<file path="config.mk">
export PLATFORM = sky130hd
export DESIGN_NAME = placement_readout
export DESIGN_NICKNAME = d
export VERILOG_FILES = /design/src/rtl/placement_readout.sv
export SDC_FILE = /design/constraint.sdc
export NUM_CORES = 1
export LEC_CHECK = 0
export CAP_MARGIN = 20
export CORE_ASPECT_RATIO = 1.5
export CORE_UTILIZATION = 39
export CTS_CLUSTER_SIZE = 24
export DETAILED_ROUTE_END_ITERATION = 8
export PLACE_DENSITY = 0.83
export RECOVER_POWER = 25
export SLEW_MARGIN = 20
export SYNTH_ARGS = -nofsm -noshare
export SYNTH_HDL_FRONTEND = slang
export SYNTH_SLANG_ARGS = --single-unit
</file>
<file path="constraint.sdc">
create_clock -name clk -period 2.6 [get_ports clk]
set_input_delay 0.26 -clock clk [delete_from_list [all_inputs] [get_ports clk]]
set_output_delay 0.26 -clock clk [all_outputs]
set_load 0.005 [all_outputs]
</file>
<file path="src/rtl/placement_readout.sv">
// placement_readout: scans the placement grid RAM and streams every occupied cell as an (x, y, node) record.
// Optional feature macro CONSISTENCY_CHECK_EN adds a pos_X/pos_Y cross-check per record (out_err, err_count).
module placement_readout #(
    parameter int N       = 6,
    parameter int DATA_W  = 32,
    parameter int GRID_AW = 6,
    parameter int POS_AW  = 7
) (
    input  logic                     clk,
    input  logic                     reset,
    input  logic                     start,
    output logic                     busy,
    output logic                     done,
    output logic                     grid_re,
    output logic [GRID_AW-1:0]       grid_addr,
    input  logic signed [DATA_W-1:0] grid_dout,
    output logic                     px_re,
    output logic                     py_re,
    output logic [POS_AW-1:0]        px_addr,
    output logic [POS_AW-1:0]        py_addr,
    input  logic signed [DATA_W-1:0] px_dout,
    input  logic signed [DATA_W-1:0] py_dout,
    output logic                     out_valid,
    input  logic                     out_ready,
    output logic signed [DATA_W-1:0] out_x,
    output logic signed [DATA_W-1:0] out_y,
    output logic signed [DATA_W-1:0] out_node,
    output logic                     out_err,
    output logic [DATA_W-1:0]        occ_count,
    output logic [DATA_W-1:0]        err_count
);

    localparam int CW = (N > 1) ? $clog2(N) : 1;

    typedef enum logic [2:0] {IDLE, G_RD, G_WAIT, P_RD, P_WAIT, EMIT, DONE} state_t;

    state_t                     state, state_next;
    logic [CW-1:0]              cell_x, cell_y;
    logic [CW-1:0]              next_x, next_y;
    logic signed [DATA_W-1:0]   node_q;
    logic                       cell_empty;
    logic                       last_cell;

    function automatic logic signed [DATA_W-1:0] coord_ext(input logic [CW-1:0] c);
        return $signed({{(DATA_W-CW){1'b0}}, c});
    endfunction

    assign cell_empty = (grid_dout == '1);
    assign last_cell  = (cell_x == CW'(N-1)) && (cell_y == CW'(N-1));
    assign grid_addr  = GRID_AW'(cell_x) * GRID_AW'(N) + GRID_AW'(cell_y);
    assign out_node   = node_q;

    // Column-major walk: y runs fastest; the last cell wraps back to (0, 0).
    always_comb begin
        next_x = cell_x;
        next_y = cell_y + CW'(1);
        if (cell_y == CW'(N-1)) begin
            next_y = '0;
            next_x = last_cell ? '0 : cell_x + CW'(1);
        end
    end

`ifdef CONSISTENCY_CHECK_EN
    logic pos_mismatch;
    assign pos_mismatch = (px_dout != coord_ext(cell_x)) || (py_dout != coord_ext(cell_y));
    assign px_addr      = node_q[POS_AW-1:0];
    assign py_addr      = node_q[POS_AW-1:0];
`else
    logic unused_pos;
    assign unused_pos = ^{px_dout, py_dout};
    assign px_addr    = '0;
    assign py_addr    = '0;
`endif

    always_ff @(posedge clk or negedge reset) begin
        if (!reset) begin
            state <= IDLE;
        end else begin
            state <= state_next;
        end
    end

    always_comb begin
        state_next = state;
        case (state)
            IDLE:   if (start) state_next = G_RD;
            G_RD:   state_next = G_WAIT;
            G_WAIT: begin
                if (cell_empty) begin
                    state_next = last_cell ? DONE : G_RD;
                end else begin
`ifdef CONSISTENCY_CHECK_EN
                    state_next = P_RD;
`else
                    state_next = EMIT;
`endif
                end
            end
            P_RD:   state_next = P_WAIT;
            P_WAIT: state_next = EMIT;
            EMIT:   if (out_ready) state_next = last_cell ? DONE : G_RD;
            DONE:   state_next = IDLE;
            default: state_next = IDLE;
        endcase
    end

    // All strobes and status flags decode the state register only, so out_ready never reaches an output.
    always_comb begin
        busy      = (state != IDLE) && (state != DONE);
        done      = (state == DONE);
        grid_re   = (state == G_RD);
        out_valid = (state == EMIT);
`ifdef CONSISTENCY_CHECK_EN
        px_re     = (state == P_RD);
        py_re     = (state == P_RD);
`else
        px_re     = 1'b0;
        py_re     = 1'b0;
`endif
    end

    always_ff @(posedge clk or negedge reset) begin
        if (!reset) begin
            cell_x    <= '0;
            cell_y    <= '0;
            node_q    <= '0;
            out_x     <= '0;
            out_y     <= '0;
            out_err   <= 1'b0;
            occ_count <= '0;
            err_count <= '0;
        end else begin
            case (state)
                IDLE: begin
                    if (start) begin
                        cell_x    <= '0;
                        cell_y    <= '0;
                        occ_count <= '0;
                        err_count <= '0;
                    end
                end
                G_WAIT: begin
                    if (cell_empty) begin
                        cell_x <= next_x;
                        cell_y <= next_y;
                    end else begin
                        node_q    <= grid_dout;
                        out_x     <= coord_ext(cell_x);
                        out_y     <= coord_ext(cell_y);
                        out_err   <= 1'b0;
                        occ_count <= occ_count + DATA_W'(1);
                    end
                end
`ifdef CONSISTENCY_CHECK_EN
                P_WAIT: begin
                    if (pos_mismatch) begin
                        out_err   <= 1'b1;
                        err_count <= err_count + DATA_W'(1);
                    end
                end
`endif
                EMIT: begin
                    if (out_ready) begin
                        cell_x <= next_x;
                        cell_y <= next_y;
                    end
                end
                default: ;
            endcase
        end
    end

endmodule

</file>
==> impl_results.md, run 1 <==
* Status: finished, final reports clean
* Finish-stage setup viols at 0
* Cell count after synthesis at 566
* Total GRT Usage at 19.1%
* Total wire length at 12100 um
* Initial antenna violation count at 0
* CTS Sinks at 79
* Final period utilization at 93.3%
* GR Util met3 at 4.77%
* Drt drc at 0
* Final nets at 798
* Unique masters post-synth at 58
* Most common cell after layout, fill and taps aside: nand2_1
* # IOs at 287
* RSZ-0062 raised after global routing: no
* FILL cells at 1125
* Design Power at 5480 uW
* PwrDens at 878 nW/um^2
* TritonCTS clock tree: yes
* DRT Pass-1 Iters at 4
* Static Leakage at 0.00292 uW
* Largest net degree at the start of global routing at 50
* M1 GR Usage at 21.0%
* Die area at 13000 sq um
* Hold_sp: out_node[4]$_DFFE_PN0P_
* Final Wtd Congestion at 0.801
* DRT iter0 DRCs at 142
* Post-synth EDFFs at 0
* Area delta synth->final at 28.1%
* Final Skew at 3.58 ps
* CP Data Arrival Time at 2170 ps
* Max_cap viols at 0
* Post-synth top area cell: dfrtp_1
* Ys Warns at 0
* Worst R2R Start: occ_count[8]$_DFFE_PN0P_
* Max clock buf depth at 2
* Fmax at 0.412 GHz
* Slew HR at 32.3%
* Diode count at 0
* Hpwl dp at 8860 um
* Via/cell ratio at 5.01
* Most frequent cells in the layout: nand2_1, clkdlybuf4s50_1, conb_1
* Critical path launch point type: register
* Met2 GRT Util at 33.9%
* Synth area leaders: dfrtp_1, buf_4, nand2_1
* Die Height at 139 um
* Seq/Total Area, Yosys at 40.6%
* Worst slew pin tran at 1020 ps
* Fin crit period at 2430 ps
* Worst Setup Path Type: reg -> out
* Most common flop cell mapped by yosys: dfrtp_1
* Die width at 93.3 um
* GRT overflow at 0
* Antenna viol nets, final at 0
* FP Rows at 49
* CTS Buf Count at 9
* Synthesized cell area at 4870 sq um
* Worst setup path startpoint: cell_x[0]$_DFFE_PN0P_
* I/O Buffers at 115
* Htree depth at 3
* Setup TNS at 0 ps
* Mapped Avg Cell Area at 8.61 sq um
* Clock Pin Slew Worst Setup and Hold Paths at 60 ps
* Gr busiest metal: met2
* Clock latency on the worst-skew pair at 340 ps
* Root buffer cell: clkbuf_16
* CP endpoint kind: output port
* Starting Density at 40.4%
* Peak VDD IR at 550 uV
* Class of the worst hold path: reg -> reg
* Number of hold violations in the final report at 0
* Async SR Flop Fraction at 100%
* Critical path required time at 2340 ps
* Vias in the first global route at 3938
* Synth Register Bits at 79
* First-pass GRT wire length at 19300 um
* Fin. max-slew vios at 0
* Layout cells sized above 1 at 8.21%
* Worst-path fanout max at 6
* DR WL/cell at 14.3 um
* Post-synth top area share at 40.6%
* Core Box Area at 12100 sq um
* Via count at 4247
==> path summary, 6_finish.rpt <==
path                            slack [ps]  cells after the start                        end
min in group asynchronous              640                      2      cell_y[0]$_DFFE_PN0P_
max in group asynchronous             1200                      3    out_node[3]$_DFFE_PN0P_
worst max register to register         260                      6  occ_count[27]$_DFFE_PN0P_
worst max-delay path                   170                      4               grid_addr[2]
worst min-delay path                   470                      2    out_node[4]$_DFFE_PN0P_
worst min register to register         470                      2    out_node[4]$_DFFE_PN0P_
==> critical path, cell delays in order, from the launching register on <==
cell	delay (ps)
dfrtp_2	440
ha_1	330
inv_2	50
fa_1	510
clkdlybuf4s50_1	500
==> cell families after synthesis <==
family | after synthesis | share of synthesized area (%)
xor gates and xnor gates | 4 | 0.719
and+or+nand+nor | 235 | 23.4
muxes | 5 | 1.10
DFF | 79 | 40.6
other | 1 | 0.0769
buffers and inverters | 140 | 19.3
AOI/OAI and AO/OA | 93 | 12.2
adders and majority gates | 9 | 2.62
==> through the flow <==
| step | instances | setup slack (ps) | cell area, sq um | hold slack (ps) | utilization (%) |
|---|---|---|---|---|---|
| after floorplan | 672 | 344 | 5270 | -35.6 | - |
| after global placement | 827 | 177 | 5910 | 282 | 48.9 |
| after detailed placement | 827 | 178 | 5910 | 282 | 48.9 |
| after CTS | 846 | 13.2 | 6230 | 462 | 51.6 |
| after global routing | 847 | 93.5 | 6240 | 482 | 51.7 |
| final | 847 | 174 | 6240 | 472 | 51.7 |
==> sequential cells by signal (all words and copies together) (netlist names) <==
register	flops
out_x	3
out_y	3
cell_y	3
occ_count	32
cell_x	3
out_node	32
state	3
==> power breakdown <==
part           leakage, uW  total (uW)  switching [uW]  internal [uW]
Sequential         0.00103        1910             315           1600
Combinational      0.00175        2300            1090           1210
Clock             0.000140        1270             496            769
==> per-layer routing <==
metal  vias to the layer above  part of all wire [%]
li1                       1993                     -
met1                      2018                    38
met2                       211                    52
met3                        25                   7.1
met4                         0                   2.5
met5                         -                     0
==> cell type report <==
cell class	instances	area, sq um	share of cell area, %
flip-flops and latches	79	1980	31.7
inverters	8	30.0	0.481
well taps	153	191	3.07
clock inverters	3	42.5	0.681
multi-input cells	453	2390	38.2
clock buffers	13	250	4.01
repair buffers	138	1360	21.8
==> what timing repair did <==
item,4_1_cts,5_1_grt
endpoints found under the setup margin,3,2
hold buffers,1,0
hold endpoints to repair,39,0
buffers inserted,2,1
gates resized for setup,6,3
==> cells in the mapped netlist, types with 2 or more instances <==
library cell,instances
nand2_1,132
buf_4,109
dfrtp_1,79
a21oi_1,28
clkbuf_1,18
nand3_1,16
nand4_1,16
o21ai_0,15
o31ai_1,14
nor2_1,13
or4_1,11
a31oi_1,10
inv_1,8
ha_1,7
nor4_1,7
or3_1,7
nand2b_1,5
and3_1,4
and4_1,4
buf_2,4
a21o_1,3
mux2_2,3
nand3b_1,3
nor3_1,3
or2_2,3
xor2_1,3
a211o_1,2
a221o_1,2
a22o_1,2
a22oi_1,2
a31o_2,2
fa_1,2
mux2i_1,2
nor4b_1,2
o22ai_1,2
(Power assumes the default switching activity.)
==> run 2, diff against run 1 <==
--- a/config.mk
+++ b/config.mk
@@ -8,10 +8,11 @@
 export CAP_MARGIN = 20
 export CORE_ASPECT_RATIO = 1.5
 export CORE_UTILIZATION = 39
-export CTS_CLUSTER_SIZE = 24
+export CTS_CLUSTER_DIAMETER = 40
 export DETAILED_ROUTE_END_ITERATION = 8
 export PLACE_DENSITY = 0.83
 export RECOVER_POWER = 25
+export SKIP_CTS_REPAIR_TIMING = 1
 export SLEW_MARGIN = 20
 export SYNTH_ARGS = -nofsm -noshare
 export SYNTH_HDL_FRONTEND = slang
==> run 2 against run 1 <==
- wire length decreased by 0.50%
- final cell count decreased by 0.24%
- hold slack about the same
- fmax decreased by 0.50%
- clock skew about the same
- global-route usage about the same
- design area decreased by 0.20%
- critical path depth unchanged
- sequential share of layout area about the same
- register-to-register slack about the same
- largest cell class unchanged
==> impl_results.md, run 2 (same netlist as run 1, synthesis figures left out) <==
* Status: finished, final reports clean
* Hpwl dp at 8860 um
* RSZ-0062 raised after global routing: no
* Clock Pin Slew Worst Setup and Hold Paths at 60 ps
* Hold path depth at 2
* I/O Buffers at 115
* Hold Slack at 472 ps
* Vias in the first global route at 3931
* Cells along the critical path: ha_1 > inv_2 > fa_1 > clkdlybuf4s50_1
* Die area at 13000 sq um
* Root buffer cell: clkbuf_16
* Slew HR at 32.0%
* Worst R2R Start: occ_count[8]$_DFFE_PN0P_
* Worst slew pin tran at 1020 ps
* Clock latency on the worst-skew pair at 340 ps
* DR WL/cell at 14.3 um
* Critical path launch point type: register
* Most common cell after layout, fill and taps aside: nand2_1
* Drt drc at 0
* Hold_sp: out_node[4]$_DFFE_PN0P_
* Htree depth at 3
* Finish-stage setup viols at 0
* CTS Sinks at 79
* Worst-path fanout max at 6
* Fin crit period at 2440 ps
* Starting Density at 40.4%
* DP Cell Count at 827
* DP Area at 5910 sq um
* R2r worst-path depth at 6
* Antenna viol nets, final at 0
* CP Data Arrival Time at 2180 ps
* Core Box Area at 12100 sq um
* Cell Count, Final, Fillers Out at 845
* Number of hold violations in the final report at 0
* Area delta synth->final at 27.9%
* Final Skew at 3.28 ps
* Worst Setup Path Type: reg -> out
* PwrDens at 875 nW/um^2
* Slowest CP cell: fa_1
* Final Wtd Congestion at 0.801
* Final nets at 796
* Fmax at 0.410 GHz
* Finished Cell Area at 6230 sq um
* Static Leakage at 0.00292 uW
* Via count at 4250
* Class of the worst hold path: reg -> reg
* Initial antenna violation count at 0
* Max_cap viols at 0
* Largest net degree at the start of global routing at 50
* Peak VDD IR at 524 uV
* Critical path required time at 2340 ps
* Die Height at 139 um
* Final period utilization at 93.8%
* Design Power at 5450 uW
* Total GRT Usage at 19.1%
* First-pass GRT wire length at 19300 um
* Total wire length at 12000 um
* CP max stage delay at 510 ps
* Most frequent cells in the layout: nand2_1, clkdlybuf4s50_1, conb_1
* Worst setup path startpoint: cell_x[0]$_DFFE_PN0P_
* DRT iter0 DRCs at 152
* Buf+Inv Stages, Crit Path at 2
* Max clock buf depth at 2
* # IOs at 287
* DRT Pass-1 Iters at 4
* Die width at 93.3 um
* Via/cell ratio at 5.03
* CP endpoint kind: output port
* CTS Buf Count at 9
* Diode count at 0
* Layout cells sized above 1 at 7.80%
* Delay-heaviest family, CP: adder cells
* TritonCTS clock tree: yes
* Crit path depth at 4
* GRT overflow at 0
* FP Rows at 49
* Fin. max-slew vios at 0
==> run 2: changes by cell type in the layout (fill, tap and decap cells not counted), sizes merged <==
cell and delta:
buf -2, dlygate4sd2 -1, dlymetal6s2s +1
==> run 2: layout make-up <==
cell class              count  area, sq um
clock buffers              13          250
flip-flops and latches     79         1980
fillers                  1126         5850
inverters                   8         30.0
clock inverters             3         42.5
well taps                 153          191
multi-input cells         453         2390
repair buffers            136         1350
==> run 2: metrics by stage <==
step / TNS, ps / setup WS [ps] / util (%)
after floorplan: 0 / 344 / -
after global placement: 0 / 177 / 48.9
after detailed placement: 0 / 178 / 48.9
after CTS: -401 / -206 / 51.3
after global routing: 0 / 87.3 / 51.6
final: 0 / 161 / 51.6
==> run 2: report_power, final <==
part           switching, uW  leakage (uW)  internal (uW)
sequential               316       0.00103           1590
combinational           1080       0.00175           1200
clock                    495      0.000140            769
total                   1890       0.00292           3560
==> run 2: path summary, 6_finish.rpt <==
path                                        endpoint  slack (ps)
min                          out_node[4]$_DFFE_PN0P_         470
max reg2reg                occ_count[27]$_DFFE_PN0P_         270
max in group asynchronous   occ_count[6]$_DFFE_PN0P_        1200
min reg2reg                  out_node[4]$_DFFE_PN0P_         470
min in group asynchronous      cell_y[0]$_DFFE_PN0P_         640
max                                     grid_addr[2]         160
==> run 2: layer usage <==
metal / track usage [%] / up-vias / share of wire [%]
li1: - / 1994 / -
met1: 20.8 / 2021 / 38
met2: 33.9 / 217 / 53
met3: 4.82 / 18 / 6.7
met4: 9.15 / 0 / 2.0
met5: 0 / - / 0
==> run 2: tightest hold or removal path: stages, from the launching register on <==
cell and delay [ps]:
dfrtp_1 340, nand2_1 50, nand2_1 50
==> run 3, diff against run 2 <==
--- a/config.mk
+++ b/config.mk
@@ -17,3 +17,4 @@
 export SYNTH_ARGS = -nofsm -noshare
 export SYNTH_HDL_FRONTEND = slang
 export SYNTH_SLANG_ARGS = --single-unit
+export TNS_END_PERCENT = 1
==> results of run 3 <==
The final DEF is identical to that of run 2; final timing and power are the same.
==> RTL edit 1: new RTL, config.mk and constraints of run 3 <==
`N`: 6 -> 5.
--- a/src/rtl/placement_readout.sv
+++ b/src/rtl/placement_readout.sv
@@ -2,5 +2,5 @@
 // Optional feature macro CONSISTENCY_CHECK_EN adds a pos_X/pos_Y cross-check per record (out_err, err_count).
 module placement_readout #(
-    parameter int N       = 6,
+    parameter int N       = 5,
     parameter int DATA_W  = 32,
     parameter int GRID_AW = 6,
Check against the original RTL: same outputs for any inputs over 4 cycles, from zero or initial values and one cycle with reset low; that may be too few to reach the edited logic, so the function may still have changed.
==> RTL edit 1 against run 3 <==
  * The run now ends with max-capacitance violations, max-slew violations left
  * Critical path depth rose by 4
  * Synthesized cell count fell by 12%
  * First-iteration DRC count fell by 4.6%
  * Synthesized area rose by 1.5%
  * Design area barely moved
  * Sequential cell count did not move
  * Wire length fell by 5.3%
  * Power fell by 10%
  * Final cell count fell by 7.6%
  * Setup slack improved by 0.024 ns
  * Critical path type unchanged
  * Largest cell class unchanged
==> RTL edit 1: results <==
INSERT INTO impl_metrics (metric_group, metric, value, unit) VALUES
('outcome', 'run_status', 'complete, but fails checks', ''),
('outcome', 'violations', 'max-capacitance violations, max-slew violations', ''),
('worst_setup_path', 'r2r_end', 'out_node[11]', ''),
('timing', 'final-max-slew-violation-count', '80', ''),
('power', 'netSwitchingPower', '1.552', 'mW'),
('placement', 'placedInstanceArea', '5909', 'sq um'),
('route', 'met2RoutedLength', '6056', 'um'),
('global_route', 'globalRouteMet1Util', '19.40', '%'),
('route', 'vias', '3998', ''),
('worst_setup_path', 'worst-endpoint-arrival', '2.15', 'ns'),
('final_layout', 'drive_gt1_share', '10.40', '%'),
('timing', 'worstMarginPinSlew', '2.015', 'ns'),
('worst_setup_path', 'reg2reg_setup_slack', '0.42', 'ns'),
('run', 'cap_viol_max_count', '1', ''),
('worst_setup_path', 'worst_path_max_delay_cell', 'dfrtp_1', ''),
('route', 'met3RoutedLength', '810', 'um'),
('power', 'ir_worst_vdd', '0.5025', 'mV'),
('worst_setup_path', 'worst-r2r-cell-count', '5', ''),
('global_route', 'grt_first_pass_wirelength', '18300', 'um'),
('global_route', 'global_routing_usage_on_met3', '4.397', '%');
RTL edit 1: changes by cell type in the layout (fill, tap and decap cells not counted), moves of 4 or more:
cell,before,now
a31oi_1,10,6
mux2_2,3,16
o21ai_0,15,10
mux2_1,0,22
a21oi_1,27,31
nand4_1,16,22
ha_1,6,12
inv_1,6,13
o21ai_1,1,10
and3_1,4,8
nand2_1,132,25
or3_1,7,12
RTL edit 1: cell type report:
| type | count | area (sq um) |
|---|---|---|
| inverter | 15 | 61.31 |
| tap | 156 | 195.2 |
| clock buffer | 9 | 225.2 |
| sequential | 79 | 1977 |
| timing repair buffer | 130 | 1269 |
| fill | 1087 | 6213 |
| multi-input combinational | 386 | 2446 |
| clock inverter | 6 | 62.56 |
RTL edit 1: worst max-delay path: cells and delay by family (launching register included):
kind                     cells  cell delay [ns]
AND/OR/NAND/NOR              2             0.22
buffers and inverters        2             0.17
adder cells (fa/ha/maj)      3             0.91
AO/OA/AOI/OAI                1             0.11
flip-flops                   1             0.41
RTL edit 1: metrics by stage:
stage	instances	hold slack, ns
floorplan	604	-0.03559
global route	781	0.5022
finish	781	0.4840
detailed placement	766	0.4737
CTS	781	0.1443
global placement	766	0.4660
RTL edit 1: logic make-up after synthesis:
logic type | after synthesis | share of synthesized area [%]
flops | 79 | 39.97
compound gates | 88 | 11.21
simple gates | 135 | 16.14
fa+ha+maj | 15 | 3.946
other cells | 1 | 0.07582
xor+xnor | 3 | 0.5313
buf+inv | 139 | 19.48
mux | 38 | 8.652
RTL edit 1: power groups by stage:
stage	combinational [mW]	clock, mW	sequential, mW
after detailed placement	1.82	0	1.86
after CTS	1.84	1.27	1.84
after global placement	1.79	0	1.84
after floorplan	0.998	0	1.80
final	1.82	1.23	1.84
after global routing	1.97	1.32	1.89
==> RTL edit 2: new RTL, settings of run 3 <==
Without the edit above. Reset style: synchronous (`reset`), changed in 2 clocked blocks.
--- a/src/rtl/placement_readout.sv
+++ b/src/rtl/placement_readout.sv
@@ -73,5 +73,5 @@
 `endif
 
-    always_ff @(posedge clk or negedge reset) begin
+    always_ff @(posedge clk) begin
         if (!reset) begin
             state <= IDLE;
@@ -120,5 +120,5 @@
     end
 
-    always_ff @(posedge clk or negedge reset) begin
+    always_ff @(posedge clk) begin
         if (!reset) begin
             cell_x    <= '0;
Function: differs if reset is asserted again (counterexample within 4 cycles, from zero or initial values and one cycle with reset low); with reset held inactive, the same outputs for 4 cycles.
==> RTL edit 2 against run 3 <==
  * Wire length decreased by 16%
  * Setup slack improved by 0.065 ns
  * Synthesized cell count decreased by 0.53%
  * Fmax increased by 2.8%
  * Sequential cell count unchanged
  * Critical path depth increased by 1
  * Design area decreased by 8.7%
  * Synthesized area decreased by 8.2%
  * Critical endpoint unchanged
  * Largest cell class unchanged
  * Highest routed layer unchanged
Power is not compared: it rests on default switching activity, and its combinational part moved more than twofold at a synthesized area within 25%.
==> RTL edit 2: results <==
INSERT INTO impl_metrics (metric_group, metric, value, unit) VALUES
('worst_setup_path', 'worst-endpoint-arrival', '2.11', 'ns'),
('route', 'drt-initial-drc-count', '124', ''),
('route', 'vias', '3963', ''),
('synthesis', 'postSynthCellCount', '563', ''),
('synthesis', 'synth_seq_area_share', '35.37', '%'),
('route', 'first_pass_iters', '5', ''),
('final_layout', 'final.fill_count', '1075', ''),
('placement', 'placedInstanceArea', '5378', 'sq um'),
('timing', 'fin_worst_skew', '0.007354', 'ns'),
('synthesis', 'yosysUniqueCellTypes', '48', ''),
('outcome', 'run_status', 'finished clean', ''),
('global_route', 'maximum_number_of_pins_on_one_net_before_global_route_repair', '45', ''),
('synthesis', 'async_reset_ff_share', '0', '%'),
('placement', 'dp_hpwl', '7486', 'um'),
('placement', 'placedCellCount', '805', ''),
('timing', 'relSlewSlack', '40.31', '%'),
('global_route', 'grtUsageTotal', '17.06', '%'),
('global_route', 'first_global_vias', '3423', ''),
('global_route', 'global_route.usage.met2', '31.81', '%'),
('final_layout', 'final_net_count', '778', '');
-- RTL edit 2: cell types whose count changed in the layout (fill, tap and decap cells not counted), moves of 9 or more --
cell / delta
dfrtp_1: -78
dfxtp_1: +78
a21oi_1: +41
clkdlybuf4s50_1: -38
dlygate4sd3_1: +38
nand2_1: -34
buf_4: -10
a31oi_1: -9
or3_1: +9
-- RTL edit 2: area by class of cell --
type	instances	area (sq um)	share of cell area, %
multi-input cells	442	2322	40.80
flip-flops and latches	79	1585	27.85
repair buffers	124	1251	21.98
clock buffers	11	242.7	4.265
well taps	147	183.9	3.231
clock inverters	5	57.56	1.011
inverters	13	48.80	0.8573
-- RTL edit 2: cells by family (layout without fill, tap and decap cells) --
group                    after synthesis  in the layout  synth area share [%]
AO/OA/AOI/OAI                        127            127                 16.56
other                                  1            107               0.08386
XOR/XNOR                               7              7                 1.371
flip-flops                            79             79                 35.37
AND/OR/NAND/NOR                      191            191                 21.60
buffers and inverters                148            153                 21.94
multiplexers                           1              1                0.2238
adder cells (fa/ha/maj)                9              9                 2.854
-- RTL edit 2: power by group through the flow --
| stage | clock network [mW] | logic (mW) | registers [mW] |
|---|---|---|---|
| 6_report | 1.26 | 0.319 | 1.25 |
| 4_1_cts | 1.30 | 0.326 | 1.26 |
| 5_1_grt | 1.35 | 0.359 | 1.26 |
| 3_3_place_gp | 0 | 0.322 | 1.28 |
| 2_1_floorplan | 0 | 0.289 | 1.28 |
| 3_5_place_dp | 0 | 0.325 | 1.28 |
-- RTL edit 2: through the flow --
step	hold slack, ns	setup slack [ns]
final	0.4489	0.2267
after detailed placement	0.4459	0.2265
after global routing	0.4657	0.1224
after global placement	0.4411	0.2393
after CTS	0.4533	-0.08839
after floorplan	0.3960	0.7410
-- RTL edit 2: worst paths after layout --
| check | startpoint | to | slack [ns] | cells past startpoint |
|---|---|---|---|---|
| setup reg to reg | state[0] | occ_count[25] | 0.42 | 6 |
| setup / recovery | cell_x[1] | grid_addr[2] | 0.23 | 5 |
| hold / removal | out_y[0] | out_y[0] | 0.45 | 2 |
| hold reg to reg | out_y[0] | out_y[0] | 0.45 | 2 |
-- RTL edit 2: per-layer routing --
metal | up-vias | routed length (um)
li1 | 1955 | -
met1 | 1823 | 3836
met2 | 171 | 5382
met3 | 14 | 714
met4 | 0 | 191
met5 | - | 0
-- RTL edit 2: worst min-delay path, stage by stage, from the launching register on --
cell and delay [ns]:
dfxtp_1 0.30, nand2_1 0.05, a21oi_1 0.05
